### src/rtl/speccy_kbd_pkg.sv
// Shared types, matrix dimensions and PS/2 set-2 keymap for the
// Spectrum keyboard matrix to scancode bridge.
package speccy_kbd_pkg;

  localparam int ROWS  = 8;
  localparam int COLS  = 5;
  localparam int NKEYS = ROWS * COLS;

  typedef enum logic [1:0] {
    DRIVE,
    SAMPLE,
    EMIT,
    NEXTROW
  } state_t;

  // {extended, code[7:0]}, indexed row * COLS + col
  localparam logic [8:0] KEYMAP [NKEYS] = '{
    9'h012, 9'h01A, 9'h022, 9'h021, 9'h02A,
    9'h01C, 9'h01B, 9'h023, 9'h02B, 9'h034,
    9'h015, 9'h01D, 9'h024, 9'h02D, 9'h02C,
    9'h016, 9'h01E, 9'h026, 9'h025, 9'h02E,
    9'h045, 9'h046, 9'h03E, 9'h03D, 9'h036,
    9'h04D, 9'h044, 9'h043, 9'h03C, 9'h035,
    9'h05A, 9'h04B, 9'h042, 9'h03B, 9'h033,
    9'h029, 9'h114, 9'h03A, 9'h031, 9'h032
  };

  // {extended, scan[6:0]} for one matrix position
  function automatic logic [7:0] key_entry(
    input logic [5:0] idx
  );
    return {KEYMAP[idx][8], KEYMAP[idx][6:0]};
  endfunction

endpackage

### src/rtl/kbd_event_fifo.sv
// Synchronous key-event FIFO with full/empty flags.
// Push and pop in the same clock both take effect.
module kbd_event_fifo #(
  parameter int DEPTH = 8,
  parameter int WIDTH = 9
) (
  input  logic             clk,
  input  logic             rst_n,
  input  logic             push,
  input  logic [WIDTH-1:0] din,
  input  logic             pop,
  output logic [WIDTH-1:0] dout,
  output logic             full,
  output logic             empty
);

  localparam int AW = $clog2(DEPTH);

  logic [WIDTH-1:0] mem [DEPTH];
  logic [AW:0]      wr;
  logic [AW:0]      rd;
  logic             do_push;
  logic             do_pop;

  assign do_push = push && !full;
  assign do_pop  = pop && !empty;
  assign empty   = (wr == rd);
  assign full    = (wr[AW] != rd[AW]) &&
                   (wr[AW-1:0] == rd[AW-1:0]);
  assign dout    = mem[rd[AW-1:0]];

  always_ff @(posedge clk) begin
    if (do_push) mem[wr[AW-1:0]] <= din;
  end

  always_ff @(posedge clk or negedge rst_n) begin
    if (!rst_n) begin
      wr <= '0;
      rd <= '0;
    end else begin
      if (do_push) wr <= wr + (AW+1)'(1);
      if (do_pop)  rd <= rd + (AW+1)'(1);
    end
  end

endmodule

### src/rtl/speccy_to_scancode.sv
// Scans a ZX Spectrum key matrix and emits PS/2 set-2 make/break events.
// Define SPECCY_TO_SCANCODE_DEBOUNCE_EN for per-key scan debouncing.
import speccy_kbd_pkg::*;

module speccy_to_scancode #(
  parameter int ROW_DWELL  = 256,
  parameter int EVT_GAP    = 4,
  parameter int FIFO_DEPTH = 8,
  parameter int DEB_SCANS  = 3
) (
  input  logic       clk,
  input  logic       rst_n,
  output logic [7:0] sp_row,
  input  logic [4:0] sp_col,
  output logic       scan_received,
  output logic [6:0] scan,
  output logic       extended,
  output logic       released,
  output logic       any_pressed
);

  localparam int DW = (ROW_DWELL > 1) ? $clog2(ROW_DWELL) : 1;
  localparam int GW = (EVT_GAP > 1) ? $clog2(EVT_GAP) : 1;

  if (FIFO_DEPTH < 2 || (FIFO_DEPTH & (FIFO_DEPTH - 1)) != 0)
  begin : g_bad_depth
    $error("FIFO_DEPTH must be a power of two >= 2");
  end
  if (DEB_SCANS < 1 || DEB_SCANS > 3) begin : g_bad_deb
    $error("DEB_SCANS must be 1..3");
  end
  if (EVT_GAP < 1 || ROW_DWELL < 1) begin : g_bad_time
    $error("EVT_GAP and ROW_DWELL must be >= 1");
  end

  state_t           state;
  logic [2:0]       row;
  logic [2:0]       col;
  logic [DW-1:0]    dwell;
  logic [COLS-1:0]  col_q;
  logic [NKEYS-1:0] acc;
  logic [GW-1:0]    gap;
  logic [5:0]       key;
  logic             mismatch;
  logic             change;
  logic             push;
  logic             pop;
  logic             full;
  logic             empty;
  logic [8:0]       head;

  assign key      = 6'(row) * 6'(COLS) + 6'(col);
  assign mismatch = (state == EMIT) && (~col_q[col] != acc[key]);
  assign push     = change && !full;
  assign pop      = !empty && (gap == '0);

`ifdef SPECCY_TO_SCANCODE_DEBOUNCE_EN
  logic [NKEYS-1:0][1:0] deb;

  assign change = mismatch && (deb[key] == 2'(DEB_SCANS - 1));

  // A blocked push keeps the count saturated so the next scan retries.
  always_ff @(posedge clk or negedge rst_n) begin
    if (!rst_n) begin
      deb <= '0;
    end else if (state == EMIT) begin
      if (!mismatch || push) deb[key] <= '0;
      else if (!change)      deb[key] <= deb[key] + 2'd1;
    end
  end
`else
  assign change = mismatch;
`endif

  always_ff @(posedge clk or negedge rst_n) begin
    if (!rst_n) begin
      state       <= DRIVE;
      row         <= '0;
      col         <= '0;
      dwell       <= '0;
      col_q       <= '1;
      acc         <= '0;
      sp_row      <= 8'hFF;
      any_pressed <= 1'b0;
    end else begin
      any_pressed <= |acc;
      unique case (state)
        DRIVE: begin
          sp_row <= ~(8'd1 << row);
          if (dwell == DW'(ROW_DWELL - 1)) begin
            dwell <= '0;
            state <= SAMPLE;
          end else begin
            dwell <= dwell + DW'(1);
          end
        end
        SAMPLE: begin
          col_q <= sp_col;
          col   <= '0;
          state <= EMIT;
        end
        EMIT: begin
          if (push) acc[key] <= ~acc[key];
          if (col == 3'(COLS - 1)) state <= NEXTROW;
          else                     col   <= col + 3'd1;
        end
        NEXTROW: begin
          row    <= row + 3'd1;
          sp_row <= ~(8'd1 << (row + 3'd1));
          state  <= DRIVE;
        end
        default: state <= DRIVE;
      endcase
    end
  end

  // Entry is {extended, scan, released}; released is the old state.
  kbd_event_fifo #(
    .DEPTH (FIFO_DEPTH),
    .WIDTH (9)
  ) u_fifo (
    .clk   (clk),
    .rst_n (rst_n),
    .push  (push),
    .din   ({key_entry(key), acc[key]}),
    .pop   (pop),
    .dout  (head),
    .full  (full),
    .empty (empty)
  );

  always_ff @(posedge clk or negedge rst_n) begin
    if (!rst_n) begin
      scan_received <= 1'b0;
      scan          <= '0;
      extended      <= 1'b0;
      released      <= 1'b0;
      gap           <= '0;
    end else begin
      scan_received <= pop;
      if (pop) begin
        {extended, scan, released} <= head;
        gap <= GW'(EVT_GAP - 1);
      end else if (gap != '0) begin
        gap <= gap - GW'(1);
      end
    end
  end

endmodule

### config.mk
export PLATFORM = sky130hd
export DESIGN_NAME = speccy_to_scancode
export DESIGN_NICKNAME = d
export VERILOG_FILES = /design/src/rtl/speccy_kbd_pkg.sv /design/src/rtl/kbd_event_fifo.sv /design/src/rtl/speccy_to_scancode.sv
export SDC_FILE = /design/constraint.sdc
export NUM_CORES = 1
export LEC_CHECK = 0
export ABC_AREA = 1
export ABC_CLOCK_PERIOD_IN_PS = 5000
export CORE_ASPECT_RATIO = 0.7
export CORE_UTILIZATION = 60
export DETAILED_ROUTE_END_ITERATION = 8
export PLACE_DENSITY = 0.89
export SETUP_SLACK_MARGIN = 0.3
export SLEW_MARGIN = 20
export SYNTH_ARGS = -nofsm -noshare
export SYNTH_HDL_FRONTEND = slang
export SYNTH_HIERARCHICAL = 1
export SYNTH_SLANG_ARGS = --single-unit
export TNS_END_PERCENT = 5
### constraint.sdc
create_clock -name clk -period 5 [get_ports clk]
set_clock_uncertainty 0.1 [all_clocks]
set_input_delay 0.75 -clock clk [delete_from_list [all_inputs] [get_ports clk]]
set_output_delay 0.75 -clock clk [all_outputs]
set_load 0.01 [all_outputs]
==> summary.txt <==
Run status - completed
Largest net degree at the start of global routing - 81
CTS tree - built
Worst Path Arrival - 4.57 ns
Register area share after synthesis - 50.5%
Max_slew headroom - 29.7%
Synth Area per Inst - 8.50 um^2
Reg2reg end - u_fifo/mem[2][2]$_DFFE_PP_
Max Fclk - 217 MHz
Combinational share of power - 0.7%
Unrepaired setup endpoints after global routing - true
Final Total Pwr - 2.67 mW
Max Fanout on Critical Path - 11
Yosys warnings - 6
Setup crit start kind - flip-flop
Antenna Diode Count - 0
CTS root buffer - clkbuf_16
Multi-input logic area - 3810 um^2
Clock tree buffer depth - 2
IO Pins - 26
Post-Syn Nets - 1,074
First DRT Iteration DRCs - 1,118
CP bufs+invs - 1
Cell Pwr Density - 276 nW/um^2
Most used cell along the critical path - nand3_1
CP Capture Point - u_fifo/mem[2][2]$_DFFE_PP_
Netlist cell types - 44
GRT Resource Usage Total - 31.0%
CTS Sinks - 162
Layout cell share with drive strength beyond 1 - 8.78%
Clock-pin transition on the worst setup and hold timing paths - 0.07 ns
Final core area utilization - 68.7%
Flop-to-flop setup slack - 0.40 ns
Cell count after synthesis - 1,032
H-tree depth - 4
HP Class - in -> async
Tcrit/Tclk final - 92.1%
DP Wirelength - 14.9 mm
Vias in the first global route - 7,005
# DRC - 0
Hold-fix buffers, CTS - 0
CP Cell Sequence - ha_1 -> ha_1 -> fa_1 -> inv_1 -> nor2_2 -> nand3_1 -> nand2_1 -> nor2_1 -> nand3_1 -> nand3_1 -> nand4_2 -> and3_1 -> nand3_2 -> nor2_1
Crit-path slowest cell - fa_1
Number of synthesized flops with an enable pin - 72
Clock latency on the worst-skew pair - 0.43 ns
Kind of critical path - reg -> reg
Hold Violations, Final - 0
Critical Path Stages - 14
Core area - 14,100 um^2
Die H - 103 um
MaxCap Viol Count - 0
Fillers - 1,047
Async set or reset register ratio after synthesis - 55.6%
Non-filler cells, final - 1,238
Die area - 15,100 um^2
Post-synth top flop - dfrtp_1
P_leak - 4.16 nW
Peak supply drop - 0.240 mV
Pre-antenna DRT Iters - 7
Seq. cell area - 4430 um^2
Yosys reg bits - 162
CTS Buf Count - 17
Crit path from - row[0]$_DFFE_PN0P_
Max incr delay on CP - 0.74 ns
Fin nets - 1,077
Setup TNS Final - 0 ns
RR Startpoint - row[0]$_DFFE_PN0P_
Psw - 621 uW
Initial Util - 62.2%
Sw frac - 23.3%
Int Power - 2.05 mW
Slew Limit Fails - 0
Final ANT Viol Nets - 0
Reg power frac - 51.7%
Commonest non-fill, non-tap cell in the layout - nand2_1
Vias - 7,574
DR vias/cell - 6.12
Worst reg2reg path depth - 14
Final hold slack - 0.184 ns
Clk pwr share - 47.6%
Min Clock Period, post-route - 4.60 ns
Commonest non-fill, non-tap cells in the layout - nand2_1, nor2_1, nand4_1, dfrtp_1, edfxtp_1
Chip width - 147 um
Final Wtd Congestion - 0.981
Post-synthesis cell area - 8770 um^2
# rows - 36
Initial antenna violation count - 0
Worst Tran Pin Value - 1.05 ns
Avg WL per Cell - 17.7 um
Setup crit end kind - flip-flop
First-pass GRT wire length - 35.9 mm
Setup violators final - 0
Worst path required time - 4.96 ns
Crit path max-delay family - simple AND/OR/NAND/NOR gates
Placed cells - 1,206
GRT overflow - 0
Port Buf Inserts - 25
Area Overhead vs Synth - 10.5%
Final WL - 21.9 mm
==> metal layers <==
| metal | GRT usage [%] | share of wire [%] | vias to the layer above |
|---|---|---|---|
| li1 | - | - | 3541 |
| met1 | 46.0 | 44 | 3525 |
| met2 | 45.1 | 41 | 464 |
| met3 | 7.96 | 12 | 44 |
| met4 | 8.73 | 1.7 | 0 |
| met5 | 0 | 0 | - |
==> cells by family after synthesis <==
group                    after synthesis  synth area share (%)
buffers and inverters                132                  6.26
multiplexers                           2                 0.257
AO/OA/AOI/OAI                        135                  8.47
flip-flops                           162                  50.5
AND/OR/NAND/NOR                      556                  28.4
XOR/XNOR                              10                 0.999
adder cells (fa/ha/maj)               35                  5.08
==> metrics by stage <==
stage               setup WS [ns]  instance area (um^2)
global route               0.0963                  9690
CTS                         0.442                  9680
detailed placement          0.476                  9100
floorplan                   0.929                  8770
global placement            0.648                  9100
finish                      0.396                  9690
==> state kept, by name (all words and copies together), names as in the netlist <==
| signal | count |
|---|---|
| scan_received | 1 |
| gap | 2 |
| scan | 7 |
| sp_row | 8 |
| extended | 1 |
| col | 3 |
| released | 1 |
| col_q | 5 |
| dwell | 8 |
| acc | 40 |
| u_fifo/wr | 4 |
| state | 2 |
| u_fifo/mem | 72 |
| row | 3 |
| u_fifo/rd | 4 |
| any_pressed | 1 |
==> cell type report <==
| type | instances | share of cell area (%) |
|---|---|---|
| well taps | 190 | 2.45 |
| clock inverters | 15 | 1.60 |
| clock buffers | 17 | 4.39 |
| flip-flops and latches | 162 | 45.7 |
| inverters | 79 | 3.06 |
| multi-input cells | 738 | 39.3 |
| repair buffers | 37 | 3.49 |
==> cells in the mapped netlist, drive strengths merged (2+ instances only) <==
| library cell | number | share of area [%] |
|---|---|---|
| and3 | 2 | 0.14 |
| clkinv | 3 | 0.13 |
| nor3 | 3 | 0.17 |
| a21oi | 24 | 1.5 |
| o21ai | 76 | 4.3 |
| o22ai | 23 | 1.6 |
| a31oi | 4 | 0.29 |
| xor2 | 8 | 0.80 |
| dfstp | 13 | 3.9 |
| mux2 | 2 | 0.26 |
| o221ai | 2 | 0.20 |
| xnor2 | 2 | 0.20 |
| clkbuf | 24 | 1.0 |
| o211ai | 3 | 0.26 |
| nand4 | 86 | 6.4 |
| inv | 76 | 3.3 |
| nand2 | 280 | 12 |
| nor4 | 8 | 0.57 |
| nand3 | 42 | 2.5 |
| nor2 | 129 | 5.8 |
| dfrtp | 77 | 22 |
| ha | 34 | 4.9 |
| edfxtp | 72 | 25 |
| nand3b | 5 | 0.43 |
| buf | 29 | 1.8 |
==> repair_timing <==
action	4_1_cts	5_1_grt
endpoints found under the setup margin	0	63
gates resized for setup	0	2
setup buffers	0	0
==> worst min-delay path by stage <==
stage | startpoint | end | depth (start not counted)
global placement | scan[5]$_DFFE_PN0P_ | scan[5]$_DFFE_PN0P_ | 2
floorplan | acc[18]$_DFFE_PN0P_ | acc[18]$_DFFE_PN0P_ | 2
finish | rst_n | state[1]$_DFFE_PN0P_ | 1
global route | rst_n | state[1]$_DFFE_PN0P_ | 1
CTS | rst_n | state[1]$_DFFE_PN0P_ | 1
detailed placement | acc[20]$_DFFE_PN0P_ | acc[20]$_DFFE_PN0P_ | 2
==> power by group through the flow <==
stage	combinational [mW]	sequential [mW]	clock, mW
6_report	0.0189	1.38	1.27
5_1_grt	0.0221	1.38	1.34
4_1_cts	0.0201	1.38	1.28
3_5_place_dp	0.0200	1.41	0
3_3_place_gp	0.0198	1.41	0
2_1_floorplan	0.0000153	1.41	0
No activity file was read; power rests on OpenSTA's default activity.
